File: src/rtl/pwm_update_scheduler_pkg.sv
// Shared types and widths for the PWM update-commit scheduler.
// The FSM state constants are plain logic so legacy code can compare against them.
package pwm_update_scheduler_pkg;

  localparam int PWMCOUNT_WIDTH = 16;
  localparam int UPDSKIP_WIDTH  = 4;
  localparam int NCH            = 8;

  typedef logic [1:0] upd_mode_t;
  localparam upd_mode_t UPD_IMMEDIATE = 2'd0;
  localparam upd_mode_t UPD_ZERO      = 2'd1;
  localparam upd_mode_t UPD_PEAK      = 2'd2;
  localparam upd_mode_t UPD_BOTH      = 2'd3;

  typedef logic [1:0] upd_state_t;
  localparam upd_state_t ST_OFF    = 2'd0;
  localparam upd_state_t ST_RUN    = 2'd1;
  localparam upd_state_t ST_COMMIT = 2'd2;

  function automatic logic mode_qualifies(upd_mode_t mode, logic zero_hit, logic peak_hit);
    logic hit;
    case (mode)
      UPD_IMMEDIATE: hit = 1'b1;
      UPD_ZERO:      hit = zero_hit;
      UPD_PEAK:      hit = peak_hit;
      default:       hit = zero_hit | peak_hit;
    endcase
    return hit;
  endfunction

endpackage

File: src/rtl/pwm_update_scheduler_carrier_event_detect.sv
// Combinational zero/peak arrival detect for a shared carrier counter.
// Fires only on arrival, so a carrier parked at zero or at the peak gives a single hit.
module carrier_event_detect #(
  parameter int WIDTH = 16
) (
  input  logic [WIDTH-1:0] carrier,
  input  logic [WIDTH-1:0] period,
  input  logic [WIDTH-1:0] carrier_q,
  output logic             zero_hit,
  output logic             peak_hit
);

  assign zero_hit = (carrier == '0) && (carrier_q != '0);
  assign peak_hit = (carrier == period) && (carrier_q != period);

endmodule

File: src/rtl/pwm_update_scheduler.sv
// Collects per-channel update strobes and commits them to the shadow masks
// as a one-cycle maskevent pulse at the selected carrier event.
//
// state     | meaning
// ----------+-------------------------------------------------------------
// ST_OFF    | carrier stopped; pending bits commit as soon as unlocked
// ST_RUN    | carrier running; wait for a commit slot with work pending
// ST_COMMIT | one cycle: pending snapshot goes out on maskevent next edge
module pwm_update_scheduler #(
  parameter int PWMCOUNT_WIDTH = pwm_update_scheduler_pkg::PWMCOUNT_WIDTH,
  parameter int NCH            = pwm_update_scheduler_pkg::NCH
) (
  input  logic                                              clk,
  input  logic                                              reset,
  input  logic [PWMCOUNT_WIDTH-1:0]                         carrier,
  input  logic [PWMCOUNT_WIDTH-1:0]                         period,
  input  logic                                              pwm_onoff,
  input  pwm_update_scheduler_pkg::upd_mode_t               upd_mode,
  input  logic [pwm_update_scheduler_pkg::UPDSKIP_WIDTH-1:0] upd_skip,
  input  logic                                              upd_lock,
  input  logic [NCH-1:0]                                    upd_req,
  output logic [NCH-1:0]                                    pending,
  output logic [NCH-1:0]                                    maskevent,
  output logic                                              evt_zero,
  output logic                                              evt_peak,
  output logic                                              busy
);
  import pwm_update_scheduler_pkg::*;

  logic [PWMCOUNT_WIDTH-1:0] carrier_q;
  logic                      zero_hit;
  logic                      peak_hit;
  logic                      qual;
  logic                      slot;
  upd_state_t                state;
  upd_state_t                state_nxt;
  logic [UPDSKIP_WIDTH-1:0]  skip_cnt;
  logic [UPDSKIP_WIDTH-1:0]  skip_cnt_nxt;

  carrier_event_detect #(
    .WIDTH (PWMCOUNT_WIDTH)
  ) u_evt (
    .carrier   (carrier),
    .period    (period),
    .carrier_q (carrier_q),
    .zero_hit  (zero_hit),
    .peak_hit  (peak_hit)
  );

  // OR-ing the two hits keeps period==0 at one event per cycle in BOTH mode.
  assign qual = mode_qualifies(upd_mode, zero_hit, peak_hit);
  assign busy = |pending;

  // The prescaler keeps counting during the commit cycle so no carrier event is lost.
  always_comb begin
    skip_cnt_nxt = skip_cnt;
    slot         = 1'b0;
    if (state == ST_OFF) begin
      skip_cnt_nxt = upd_skip;
    end else if (qual) begin
      if (upd_mode == UPD_IMMEDIATE) begin
        slot = 1'b1;
      end else if (skip_cnt == '0) begin
        slot         = 1'b1;
        skip_cnt_nxt = upd_skip;
      end else begin
        skip_cnt_nxt = skip_cnt - UPDSKIP_WIDTH'(1);
      end
    end
  end

  always_comb begin
    state_nxt = state;
    case (state)
      ST_OFF: begin
        if (pwm_onoff) begin
          state_nxt = ST_RUN;
        end else if ((|pending) && !upd_lock) begin
          state_nxt = ST_COMMIT;
        end
      end
      ST_RUN: begin
        if (!pwm_onoff) begin
          state_nxt = ST_OFF;
        end else if (slot && (|pending) && !upd_lock) begin
          state_nxt = ST_COMMIT;
        end
      end
      ST_COMMIT: state_nxt = pwm_onoff ? ST_RUN : ST_OFF;
      default:   state_nxt = ST_OFF;
    endcase
  end

  always_ff @(posedge clk or negedge reset) begin
    if (!reset) begin
      state     <= ST_OFF;
      skip_cnt  <= '0;
      carrier_q <= '0;
      evt_zero  <= 1'b0;
      evt_peak  <= 1'b0;
      pending   <= '0;
      maskevent <= '0;
    end else begin
      state     <= state_nxt;
      skip_cnt  <= skip_cnt_nxt;
      carrier_q <= carrier;
      evt_zero  <= zero_hit;
      evt_peak  <= peak_hit;
      // A strobe landing in the commit cycle survives for the next slot.
      pending   <= ((state == ST_COMMIT) ? '0 : pending) | upd_req;
      maskevent <= (state == ST_COMMIT) ? pending : '0;
    end
  end

endmodule
File: config.mk
export PLATFORM = sky130hd
export DESIGN_NAME = pwm_update_scheduler
export DESIGN_NICKNAME = d
export VERILOG_FILES = /design/src/rtl/pwm_update_scheduler_pkg.sv /design/src/rtl/pwm_update_scheduler_carrier_event_detect.sv /design/src/rtl/pwm_update_scheduler.sv
export SDC_FILE = /design/constraint.sdc
export NUM_CORES = 1
export LEC_CHECK = 0
export BUFFER_PORTS_ARGS = -buffer_cell sky130_fd_sc_hd__buf_2
export CAP_MARGIN = 0
export CELL_PAD_IN_SITES_DETAIL_PLACEMENT = 1
export CELL_PAD_IN_SITES_GLOBAL_PLACEMENT = 1
export CORE_MARGIN = 2
export CORE_UTILIZATION = 38
export CTS_CLUSTER_SIZE = 40
export DETAILED_ROUTE_END_ITERATION = 8
export PLACE_DENSITY_LB_ADDON = 0.1
export SLEW_MARGIN = 20
export SYNTH_ARGS = -nofsm -noshare
export SYNTH_HDL_FRONTEND = slang
export SYNTH_HIERARCHICAL = 1
export SYNTH_SLANG_ARGS = --single-unit
File: constraint.sdc
create_clock -name clk -period 5.4 [get_ports clk]
set_clock_uncertainty 0.1 [all_clocks]
set_input_delay 0 -clock clk [delete_from_list [all_inputs] [get_ports clk]]
set_output_delay 0 -clock clk [all_outputs]
set_load 0.005 [all_outputs]
After elaboration in Yosys (flattened, before gate mapping)
Cells that the tools add are included.

Add/subtract/negate cells: 1. Eq/ne operators: 9. Multiplexer cells: 17. Bitwise logic cells: 2. Reduce and logical (&&, ||, !) cells: 15.

Operators with widths (count): 16-bit == test (1); 16-bit zero test (1); 4-bit two-way mux (4); 8-bit two-way mux (2); 16-bit inequality test (1); 16-bit nonzero test (1); 2-bit two-way mux (4); 8-bit OR (1); 8-bit OR reduction (1); 2-bit case mux with 3 select lines (1); 1-bit logical AND (5); 1-bit two-way mux (5); 2-bit by 1-bit == test with 1-bit output, second input constant (2); 2-bit == test, second input constant (2); 2-bit zero test (2); 4-bit zero test (1); 2-bit AND reduction (2); 4-bit by 1-bit subtractor with 4-bit output, second input constant (1); 3-bit by 2-bit inequality test with 1-bit output, second input constant (1); 3-bit inequality test, second input constant (1); 1-bit case mux with 3 select lines (1); 2-bit inequality test, second input constant (1); 2-bit nonzero test (1); 1-bit zero test (1); 1-bit OR (1).

Flip-flop bits (word level): 40. Input bits: 50. Output and inout port bits: 19.

Depth between registers and ports, before layout
Gate-level depths: netlist of the first run.

Word-level depth: 11. Mapped depth: 8. Depth with buffers taken out: 8.

Modules after synthesis
The synthesis of the first run kept the hierarchy.

Modules (own cells, without submodules): pwm_update_scheduler (instances 1, cells an instance 100, area each 1391.3 um^2, seq. area each 1001.0 um^2); carrier_event_detect (instances 1, cells an instance 53, area each 436.7 um^2, seq. area each 0.0 um^2).

Worst setup path before layout of the first run
Ideal clock, no wire load.

Path type: register to register. Start point: register carrier_q[5]. End point: register skip_cnt[2]. Library setup time: 121 ps. Data arrival time: 1591 ps. Required time: 5179 ps. Slack: 3588 ps. Cell stages (with the launch flop): 8. Path buffers: 0. Period minus slack after synthesis: 1812 ps. Cells stage by stage: dfrtp_1 > xnor2_1 > nand4_1 > nor4_1 > nor2_1 > a22oi_1 > o21ai_1 > a22o_1.

Cells in the longest elaborated chain, start to end: 6. Elaborated cells between the ends (all ways): 8.

Ends and longest elaborated chain: start, declared (line pwm_update_scheduler.sv:30) `logic [PWMCOUNT_WIDTH-1:0] carrier_q;`; start signal, assigned (line pwm_update_scheduler.sv:106) `carrier_q <= carrier;`; 16-bit inequality test (*) (line pwm_update_scheduler_carrier_event_detect.sv:14) `assign peak_hit = (carrier == period) && (carrier_q != period);`; 1-bit logical AND (*) (line pwm_update_scheduler_carrier_event_detect.sv:14); via peak_hit (line pwm_update_scheduler.sv:32) `logic peak_hit;`; 1-bit OR (line pwm_update_scheduler_pkg.sv:26) `default: hit = zero_hit | peak_hit;`; 1-bit case mux with 3 select lines (*) (line pwm_update_scheduler_pkg.sv:22) `case (mode)`; 2-bit nonzero test (no source line) (*); 2-bit AND reduction (no source line) (*); end signal, assigned (line pwm_update_scheduler.sv:105) `skip_cnt <= skip_cnt_nxt;`; end, declared (line pwm_update_scheduler.sv:37) `logic [UPDSKIP_WIDTH-1:0] skip_cnt;`.

The timed path passes the listed nets; every way through them passes the cells marked *. A chain may end at the register's enable or synchronous reset.

Worst setup path in the final report of the first run
Start point: input carrier[6]. End point: register state[0].

Cells in the longest elaborated chain, start to end: 10. Elaborated cells between the ends (all ways): 12.

Ends and longest elaborated chain: start, declared (line pwm_update_scheduler.sv:15) `input logic [PWMCOUNT_WIDTH-1:0] carrier,`; 16-bit zero test (*) (line pwm_update_scheduler_carrier_event_detect.sv:13) `assign zero_hit = (carrier == '0) && (carrier_q != '0);`; 1-bit logical AND (*) (line pwm_update_scheduler_carrier_event_detect.sv:13); via zero_hit (line pwm_update_scheduler.sv:31) `logic zero_hit;`; 1-bit OR (line pwm_update_scheduler_pkg.sv:26); 1-bit case mux with 3 select lines (*) (line pwm_update_scheduler_pkg.sv:22); 1-bit two-way mux (*) (line pwm_update_scheduler.sv:60) `end else if (qual) begin`; 1-bit two-way mux (*) (line pwm_update_scheduler.sv:58) `if (state == ST_OFF) begin`; 1-bit logical AND (*) (2 in series) (line pwm_update_scheduler.sv:85) `end else if (slot && (|pending) && !upd_lock) begin`; 3-bit inequality test (no source line) (*); 2-bit AND reduction (no source line) (*); end signal, assigned (line pwm_update_scheduler.sv:104) `state <= state_nxt;`; end, declared (line pwm_update_scheduler.sv:35) `upd_state_t state;`.

Marked as above.

==> results of run 1 <==
final cells by class:
| class | count | area [um2] |
|---|---|---|
| fill | 523 | 2030 |
| multi-input combinational | 108 | 808 |
| clock inverter | 2 | 15.0 |
| sequential | 40 | 1000 |
| inverter | 4 | 15.0 |
| clock buffer | 6 | 82.6 |
| timing repair buffer | 101 | 671 |
| tap | 54 | 67.6 |
metrics by stage:
stage / util / hold WS, ps
after floorplan: - / -396
after global placement: 0.476 / 46.7
after detailed placement: 0.476 / 51.7
after CTS: 0.567 / 93.3
after global routing: 0.567 / 153
final: 0.567 / 104
state kept, by name (all words and copies together), names as in the netlist:
name / count
evt_zero: 1
skip_cnt: 4
carrier_q: 16
maskevent: 8
pending: 8
state: 2
evt_peak: 1
synthesized netlist by cell type, drive strengths merged (2+ instances only):
master,number,area share
and2,8,0.027
nor4,15,0.065
dfrtp,40,0.55
nand4,6,0.021
nor2,7,0.016
xor2,16,0.077
inv,4,0.0082
a21o,8,0.033
nand2,3,0.0062
a21oi,3,0.0082
ha,2,0.014
o21ai,6,0.016
xnor2,16,0.077
power by group:
group,total (uW),internal (uW),switching [uW],leakage [uW]
sequential,354,326,28.2,0.000470
combinational,160,82.2,78.3,0.000674
clock,211,103,108,0.0000434
total,726,511,214,0.00119
routing by layer:
layer / vias to the layer above / wire length (um) / GRT usage
met5: - / 0 / 0
met4: 0 / 81 / 0.0687
met3: 9 / 236 / 0.0508
met2: 47 / 2880 / 0.401
met1: 771 / 2010 / 0.231
li1: 763 / - / -
critical path, stage by stage:
cell           delay [ps]
dlygate4sd3_1         540
buf_2                 140
nor4_1                400
nand4_1               140
a41oi_1               280
a22oi_1               170
o22ai_2               140
nand4b_1              100
and3_1                170
dlygate4sd3_1         550
cell usage in the layout (no fill, tap or decap), types with 2 or more instances in the layout:
| master | count |
|---|---|
| clkbuf_8 | 6 |
| clkinvlp_4 | 2 |
| and2_1 | 8 |
| xnor2_1 | 16 |
| nor4_1 | 11 |
| xor2_1 | 16 |
| buf_2 | 68 |
| dlygate4sd3_1 | 33 |
| nor2_1 | 6 |
| a21o_1 | 8 |
| inv_1 | 4 |
| dfrtp_1 | 40 |
| o21ai_1 | 3 |
| nand2_1 | 3 |
| ha_1 | 2 |
| nor4_2 | 4 |
| nand4_1 | 6 |
| a21oi_1 | 3 |
| o21ai_0 | 3 |
cells by family after synthesis:
group | after synthesis | synth area share
adders and majority gates | 2 | 0.0137
DFF | 40 | 0.548
muxes | 1 | 0.00548
and+or+nand+nor | 49 | 0.175
xor gates and xnor gates | 32 | 0.153
buffers and inverters | 5 | 0.0103
AOI/OAI and AO/OA | 24 | 0.0951
worst max-delay path by stage:
stage                           start                      end  slack [ps]  depth (start not counted)
3_3_place_gp   carrier_q[6]$_DFF_PN0_  skip_cnt[2]$_DFFE_PN0P_        3360                          7
2_1_floorplan  carrier_q[5]$_DFF_PN0_  skip_cnt[2]$_DFFE_PN0P_        3590                          7
3_5_place_dp   carrier_q[6]$_DFF_PN0_  skip_cnt[3]$_DFFE_PN0P_        3250                          7
6_report                   carrier[6]     state[0]$_DFFE_PN0P_        2830                         10
4_1_cts                    carrier[6]     state[0]$_DFFE_PN0P_        2860                         10
5_1_grt                    carrier[6]     state[0]$_DFFE_PN0P_        2700                         10
repair_timing:
action,4_1_cts,5_1_grt
endpoints found under the setup margin,0,0
hold buffers,33,0
hold endpoints to repair,71,0
==> flow_metrics.tcl, run 1 <==
set metrics [dict create \
    status "finished, final reports clean" \
    fin_nets 312 \
    clockBufferDepth 2 \
    tns_ps 0 \
    endpoint_kind "flop" \
    track_usage 0.212 \
    numCtsBuffers 5 \
    ff2ff_path_depth 9 \
    rr_endpoint "state[0]$_DFFE_PN0P_" \
    worstPathRequired_ps 5480 \
    tritoncts "yes" \
    finalSetupViolations 0 \
    arrival_ps 2650 \
    pre_cts_slack_ps 3250 \
    grt_pass1_vias 1800 \
    ys_warn_count 6 \
    fp.dieW_um 73.4 \
    path_class "input pin to flop" \
    hold_viol 0 \
    ys_ff_latch 40 \
    post_cts_buffers 0 \
    clock_latency_ps 290 \
    num_rows 25 \
    worstPathMaxFanout 3 \
    timing.final.ws_setup_ps 2830 \
    leakage_uw 0.00119 \
    ant_nets 0 \
    min_path_cells 5 \
    synth-edff-count 0 \
    die_area_um2 5380 \
    dp.cells 274 \
    relSlewSlack 0.403 \
    antenna_found_initial 0 \
    r2r_setup_slack_ps 2910 \
    routed_via_density 5.05 \
    diodes 0 \
    worstReg2RegStart "carrier_q[6]$_DFF_PN0_" \
    final_area_um2 2660 \
    numClockSinks 40 \
    synth.distinct_cells 35 \
    hold_start "period[15]" \
    layout-drive-gt1-share 0.326 \
    htreeDepth 2 \
    grt_pass1_wl_um 8510 \
    core_um2 4690 \
    io_buffer_count 68 \
    netlist_area_um2 1830 \
    cts.reportedPaths.clkPinSlew_ps 80 \
    gp_congestion 0.880 \
    hp-class "input pin to flop" \
    drv_slew 0 \
    async_reset_ff_frac 1.00 \
    layout_min_cycle_time_ps 2570 \
    grt-ovfl-total 0 \
    syn_nets 205 \
    dp_hpwl_um 3850 \
    root_buffer "clkbuf_8" \
    dr.pass1.iters 2 \
    detail_route.iter0.violations 35 \
    ys_seq_area_frac 0.548 \
    floorplan.initialDensity 0.390 \
    grt_setup_unrepaired "no" \
    die_h_um 73.4 \
    routed_wl_um 5210 \
    fin_cells 315 \
    max-vdd-ir-drop_mv 0.143 \
    syn_to_final_growth_pct 45.5 \
    drv_cap 0 \
    wl_per_cell_um 16.5 \
    dpl_cell_area_um2 2230 \
    syn-mean-instance-area_um2 11.9 \
    post-route-drc-count 0 \
    start_kind "input pin" \
    power.total_uw 726 \
    io_pins 69 \
    cellPowerDensity_nw_per_um2 273 \
    period_share 0.477 \
    syn-instance-count 153 \
    vias 1590 \
    grt_max_degree 41 \
    synth-main-ff-cell "dfrtp_1" \
    cts_resized 0 \
    max_freq_mhz 389 \
    worst_pin_slew_ps 895 \
    whs_endpoint "evt_peak$_DFF_PN0_" \
]
(Power assumes the default switching activity.)
==> inputs of run 2 (changes only) <==
Settings changed: ABC_AREA set to 1, CORE_UTILIZATION 38 to 35.
Clock period 5.4 ns to 2.57 ns, I/O delays scaled along.
==> run 2 against run 1 <==
Power grew to 2.8 times the previous value. Combinational power grew to 4.4 times the previous value. Register-to-register slack lost 2200 ps. Routed wire length increased by 9.8%.
==> flow_metrics.tcl, run 2 <==
set metrics [dict create \
    ys_ff_latch 40 \
    io_pins 69 \
    timing.final.ws_setup_ps 567 \
    fillers 732 \
    numClockSinks 40 \
    internal_power_uw 1300 \
    synth-edff-count 0 \
    grt_pass1_vias 2169 \
    synth_commonest_cells "93 x nand2_1, 54 x inv_1, 40 x dfrtp_1" \
    synthTopCellsByArea "dfrtp_1 48%, nand2_1 17%, inv_1 9.8%" \
    syn_to_final_growth_pct 39.8 \
    relSlewSlack 0.405 \
    reg_top3 "carrier_q: 16 flops, maskevent: 8 flops, pending: 8 flops" \
    top_register "carrier_q" \
    cts.reportedPaths.clkPinSlew_ps 70 \
    max_freq_mhz 499 \
    cellPowerDensity_nw_per_um2 696 \
    netlist.area_leader.share 0.485 \
    detail_route.iter0.violations 54 \
    synth.distinct_cells 17 \
    numCtsBuffers 5 \
    floorplan.initialDensity 0.368 \
    grt_max_degree 41 \
    clock_latency_ps 280 \
    num_rows 27 \
    whs_endpoint "state[0]$_DFFE_PN0P_" \
    synth-main-ff-cell "dfrtp_1" \
    path_buf_inv 5 \
    cp_slowest_cell "dlygate4sd3_1" \
    grt-ovfl-total 0 \
    wl_per_cell_um 12.6 \
    period_share 0.780 \
    root_buffer "clkbuf_8" \
    final_cell_mix "93 x nand2_1, 68 x buf_2, 54 x inv_1, 40 x dfrtp_1, 38 x nor2_1" \
    max-vdd-ir-drop_mv 0.407 \
    endpoint_kind "flop" \
    dp_hpwl_um 4280 \
    worst_path_most_repeated_cell "nand2_1" \
    worstReg2RegStart "carrier_q[12]$_DFF_PN0_" \
    htreeDepth 2 \
    ys_warn_count 6 \
    post_cts_buffers 0 \
    critPathTopFamily "simple AND/OR/NAND/NOR gates" \
    core_um2 5610 \
    layout-drive-gt1-share 0.206 \
    syn_nets 330 \
    die_h_um 80.8 \
    tns_ps 0 \
    synth_top_cell_by_area "dfrtp_1" \
    track_usage 0.189 \
    ff2ff_path_depth 10 \
    pwr-share-comb 0.352 \
    fp.dieW_um 80.8 \
    tritoncts "yes" \
    worstPathMaxFanout 3 \
    async_reset_ff_frac 1.00 \
    gp_congestion 0.763 \
    final_common_cell "nand2_1" \
    worstPathRequired_ps 2650 \
    ant_nets 0 \
    syn-mean-instance-area_um2 7.43 \
    clkPwrFrac 0.213 \
    synth_most_common_cell "nand2_1" \
    r2r_setup_slack_ps 690 \
    leakage_uw 0.00164 \
    fin_nets 435 \
    vias 2042 \
    rr_endpoint "skip_cnt[1]$_DFFE_PN0P_" \
    hold_start "upd_lock" \
    hp-class "input pin to flop" \
    drv_slew 0 \
    largest_reg_flops 16 \
    slowest_delay_ps 530 \
    pre_cts_slack_ps 685 \
    clockBufferDepth 2 \
    p_sw_frac 0.353 \
    syn-instance-count 278 \
    p_switching_uw 708 \
    arrival_ps 2090 \
    antenna_found_initial 0 \
    crit_chain "dlygate4sd3_1 > buf_2 > inv_1 > nand2_1 > nand2_1 > nor2_1 > nand2_1 > nor2_1 > nand2_1 > nor2_1 > nand2_1 > nand2_1 > inv_1 > o21ai_0 > nand3_1 > nand2_1 > inv_1" \
    finalSetupViolations 0 \
    grt_pass1_wl_um 9410 \
    hold_viol 0 \
    power_frac_seq 0.434 \
    grt_setup_unrepaired "no" \
    routed_via_density 4.48 \
    routed_wl_um 5720 \
    netlist_area_um2 2060 \
    die_area_um2 6530 \
    post-route-drc-count 0 \
    dr.pass1.iters 2 \
    min_path_cells 6 \
    drv_cap 0 \
    start_kind "input pin" \
    layout_min_cycle_time_ps 2000 \
    status "finished, final reports clean" \
    io_buffer_count 68 \
    worst_pin_slew_ps 892 \
    path_class "input pin to flop" \
    diodes 0 \
    ys_seq_area_frac 0.485 \
]
[run 2: cell types whose count changed in the layout (fill, tap and decap cells not counted), sizes merged, moves of 8 or more]
cell,delta
and2,-8
inv,+51
nand2,+91
nor2,+34
a21o,-8
nor4,-9
xor2,-15
[run 2: power by group through the flow]
| stage | clock (uW) | combinational [uW] | sequential, uW |
|---|---|---|---|
| floorplan | 0 | 392 | 884 |
| global placement | 0 | 652 | 879 |
| detailed placement | 0 | 675 | 884 |
| CTS | 442 | 716 | 873 |
| global route | 473 | 821 | 891 |
| finish | 428 | 707 | 871 |
[run 2: worst max path at each step]
stage / to / slack, ps / from / cells past startpoint
global route: state[0]$_DFFE_PN0P_ / 270 / carrier[10] / 17
floorplan: skip_cnt[1]$_DFFE_PN0P_ / 960 / carrier_q[0]$_DFF_PN0_ / 10
global placement: skip_cnt[1]$_DFFE_PN0P_ / 720 / carrier_q[12]$_DFF_PN0_ / 10
CTS: state[0]$_DFFE_PN0P_ / 590 / carrier[10] / 17
detailed placement: skip_cnt[1]$_DFFE_PN0P_ / 690 / carrier_q[12]$_DFF_PN0_ / 10
finish: state[0]$_DFFE_PN0P_ / 570 / carrier[11] / 17
[run 2: kinds of logic after synthesis]
logic type      after synthesis  share of synthesized area
xor+xnor                     14                     0.0594
flops                        40                      0.485
compound gates               20                     0.0594
fa+ha+maj                     2                     0.0121
simple gates                147                      0.284
buf+inv                      55                      0.100
[run 2: layer usage]
layer | global-route usage | wire (um)
met1 | 0.213 | 2470
met2 | 0.355 | 2980
met3 | 0.0422 | 211
met4 | 0.0542 | 57
met5 | 0 | 0
[run 2: final cells by class]
| class | count | area, um2 | share of cell area |
|---|---|---|---|
| sequential | 40 | 1000 | 0.347 |
| inverter | 55 | 206 | 0.0716 |
| multi-input combinational | 183 | 857 | 0.297 |
| clock buffer | 8 | 90.1 | 0.0312 |
| timing repair buffer | 98 | 641 | 0.222 |
| tap | 72 | 90.1 | 0.0312 |
[run 2: worst min-delay path, delay by kind of cell]
| family | cells | cell delay [ps] |
|---|---|---|
| AOI/OAI and AO/OA | 1 | 120 |
| and+or+nand+nor | 2 | 130 |
| buffers and inverters | 3 | 140 |
[run 2: stage by stage]
step,total power [uW],cells,util,area [um2],hold WS [ps]
after floorplan,1280,278,-,2060,-396
final,2010,456,0.515,2890,37.4
after CTS,2030,456,0.515,2890,44.7
after global placement,1530,418,0.445,2490,39.5
after global routing,2190,456,0.515,2890,64.6
after detailed placement,1560,418,0.445,2490,43.4
[run 2: timing repair]
action / CTS / global route
endpoints found under the hold margin: 71 / 0
gates resized for setup: 0 / 0
hold buffers: 30 / 0
==> inputs of run 3 (changes only) <==
Clock period 2.57 ns to 1.85 ns, I/O delays scaled along.
==> run 3 against run 2 <==
First-iteration DRC count up 13%. Cell count up 1.5%. Power up 45%. Via count up 1.2%. Sequential power up 40%. Sequential share of layout area down 2.3 points. Highest routed layer unchanged.
==> flow_metrics.tcl, run 3 (synthesis results as in run 2) <==
set metrics [dict create \
    status "finished, final reports clean" \
    grt_pass1_wl_um 9550 \
    max_freq_mhz 555 \
    worstPathMaxFanout 2 \
    internal_power_uw 1870 \
    arrival_ps 1880 \
    dp_hpwl_um 4230 \
    io_buffer_count 68 \
    grt_busiest_layer "met2" \
    clockBufferDepth 2 \
    gp_congestion 0.739 \
    fp.dieW_um 80.8 \
    grt_max_degree 22 \
    syn_to_final_growth_pct 49.9 \
    fillers 705 \
    rr_endpoint "evt_zero$_DFF_PN0_" \
    wl_per_cell_um 13.3 \
    worstPathRequired_ps 1930 \
    met1_usage 0.219 \
    routed_via_density 4.46 \
    post_cts_buffers 0 \
    layout-drive-gt1-share 0.225 \
    finalSetupViolations 0 \
    hold_viol 0 \
    dpl_cell_area_um2 2530 \
    hp-class "input pin to flop" \
    power_frac_seq 0.420 \
    worstReg2RegStart "carrier_q[8]$_DFF_PN0_" \
    die_area_um2 6530 \
    pre_cts_slack_ps 93.7 \
    reg_top3 "carrier_q: 16 flops, maskevent: 8 flops, pending: 8 flops" \
    tritoncts "yes" \
    endpoint_kind "flop" \
    final_cell_mix "92 x nand2_1, 58 x buf_2, 53 x inv_1, 40 x dfrtp_1" \
    grt.met2_usage 0.355 \
    clock_latency_ps 290 \
    routed_wl_um 6150 \
    numClockSinks 40 \
    detail_route.iter0.violations 61 \
    largest_reg_flops 16 \
    post-route-drc-count 0 \
    htreeDepth 2 \
    worst_pin_slew_ps 501 \
    met3_usage 0.0411 \
    start_kind "flop" \
    top_register "carrier_q" \
    path_class "flop to flop" \
    grt-ovfl-total 0 \
    num_rows 27 \
    p_sw_frac 0.355 \
    relSlewSlack 0.666 \
    timing.final.ws_setup_ps 46.6 \
    floorplan.initialDensity 0.368 \
    diodes 0 \
    cellPowerDensity_nw_per_um2 939 \
    antenna_found_initial 0 \
    track_usage 0.191 \
    cts.reportedPaths.clkPinSlew_ps 80 \
    power.total_uw 2900 \
    grt_pass1_vias 2187 \
    r2r_setup_slack_ps 50 \
    io_pins 69 \
    ant_nets 0 \
    root_buffer "clkbuf_8" \
    final_common_cell "nand2_1" \
    min_path_cells 6 \
    layout_min_cycle_time_ps 1800 \
    drv_cap 0 \
    whs_endpoint "state[1]$_DFFE_PN0P_" \
    vias 2066 \
    ff2ff_path_depth 5 \
    dr.pass1.iters 4 \
    clkPwrFrac 0.211 \
    leakage_uw 0.00178 \
    max-vdd-ir-drop_mv 0.737 \
    numCtsBuffers 5 \
    drv_slew 0 \
    pwr-share-comb 0.368 \
    hold_start "upd_lock" \
    period_share 0.975 \
    core_um2 5610 \
    die_h_um 80.8 \
    final_area_um2 3090 \
    fin_nets 442 \
    p_switching_uw 1030 \
]
## run 3: changes by cell type in the layout (fill, tap and decap cells not counted), sizes merged
cell	before	now
clkbuf	8	7
buf	68	64
dlygate4sd3	30	32
clkinvlp	0	1
dlymetal6s4s	0	9
## run 3: cell type report
type	count	area [um2]	share of cell area
Clock buffer	7	86.3	0.0279
Timing Repair Buffer	105	792	0.256
Multi-Input combinational cell	183	911	0.294
Tap cell	72	90.1	0.0291
Sequential cell	40	1000	0.323
Clock inverter	1	7.51	0.00243
Inverter	55	206	0.0667
## run 3: power by group through the flow
| stage | Sequential, uW | Clock, uW | Combinational (uW) |
|---|---|---|---|
| final | 1220 | 614 | 1070 |
| after global placement | 1220 | 0 | 933 |
| after global routing | 1250 | 670 | 1220 |
| after floorplan | 1230 | 0 | 545 |
| after CTS | 1210 | 632 | 1020 |
| after detailed placement | 1230 | 0 | 958 |
## run 3: timing repair
| action | 4_1_cts | 5_1_grt |
|---|---|---|
| gates resized for setup | 0 | 32 |
| setup endpoints to repair | 0 | 6 |
| hold buffers | 32 | 9 |
| endpoints found under the hold margin | 71 | 9 |
## run 3: critical path: stages (launching register included)
cell and delay [ps]:
dfrtp_1 420, nor4_1 290, nand2_1 120, nor2_1 120, nor2_1 70, dlygate4sd3_1 560
## run 3: metrics by stage
stage           util  std cells  setup TNS [ps]  hold WS, ps
5_1_grt        0.552        463            -459         81.7
3_5_place_dp   0.451        421               0         -105
4_1_cts        0.525        461               0         37.8
2_1_floorplan      -        278               0         -396
6_report       0.552        463               0         56.4
3_3_place_gp   0.451        421               0         -103
## run 3: how the worst max path moves through the flow
stage,startpoint,end,depth (start not counted),slack [ps]
final,carrier_q[8]$_DFF_PN0_,evt_zero$_DFF_PN0_,5,50
after global routing,carrier_q[3]$_DFF_PN0_,skip_cnt[1]$_DFFE_PN0P_,12,-100
after CTS,carrier[12],state[0]$_DFFE_PN0P_,17,30
after detailed placement,carrier_q[15]$_DFF_PN0_,skip_cnt[1]$_DFFE_PN0P_,12,90
after global placement,carrier_q[12]$_DFF_PN0_,skip_cnt[1]$_DFFE_PN0P_,10,90
after floorplan,carrier_q[0]$_DFF_PN0_,skip_cnt[1]$_DFFE_PN0P_,10,240
## run 3: layer usage
layer  up-vias  wire length (um)  share of wire
li1       1048                 -              -
met1       959              2570           0.42
met2        51              3180           0.52
met3         8               297          0.048
met4         0                99          0.016
met5         -                 0              0
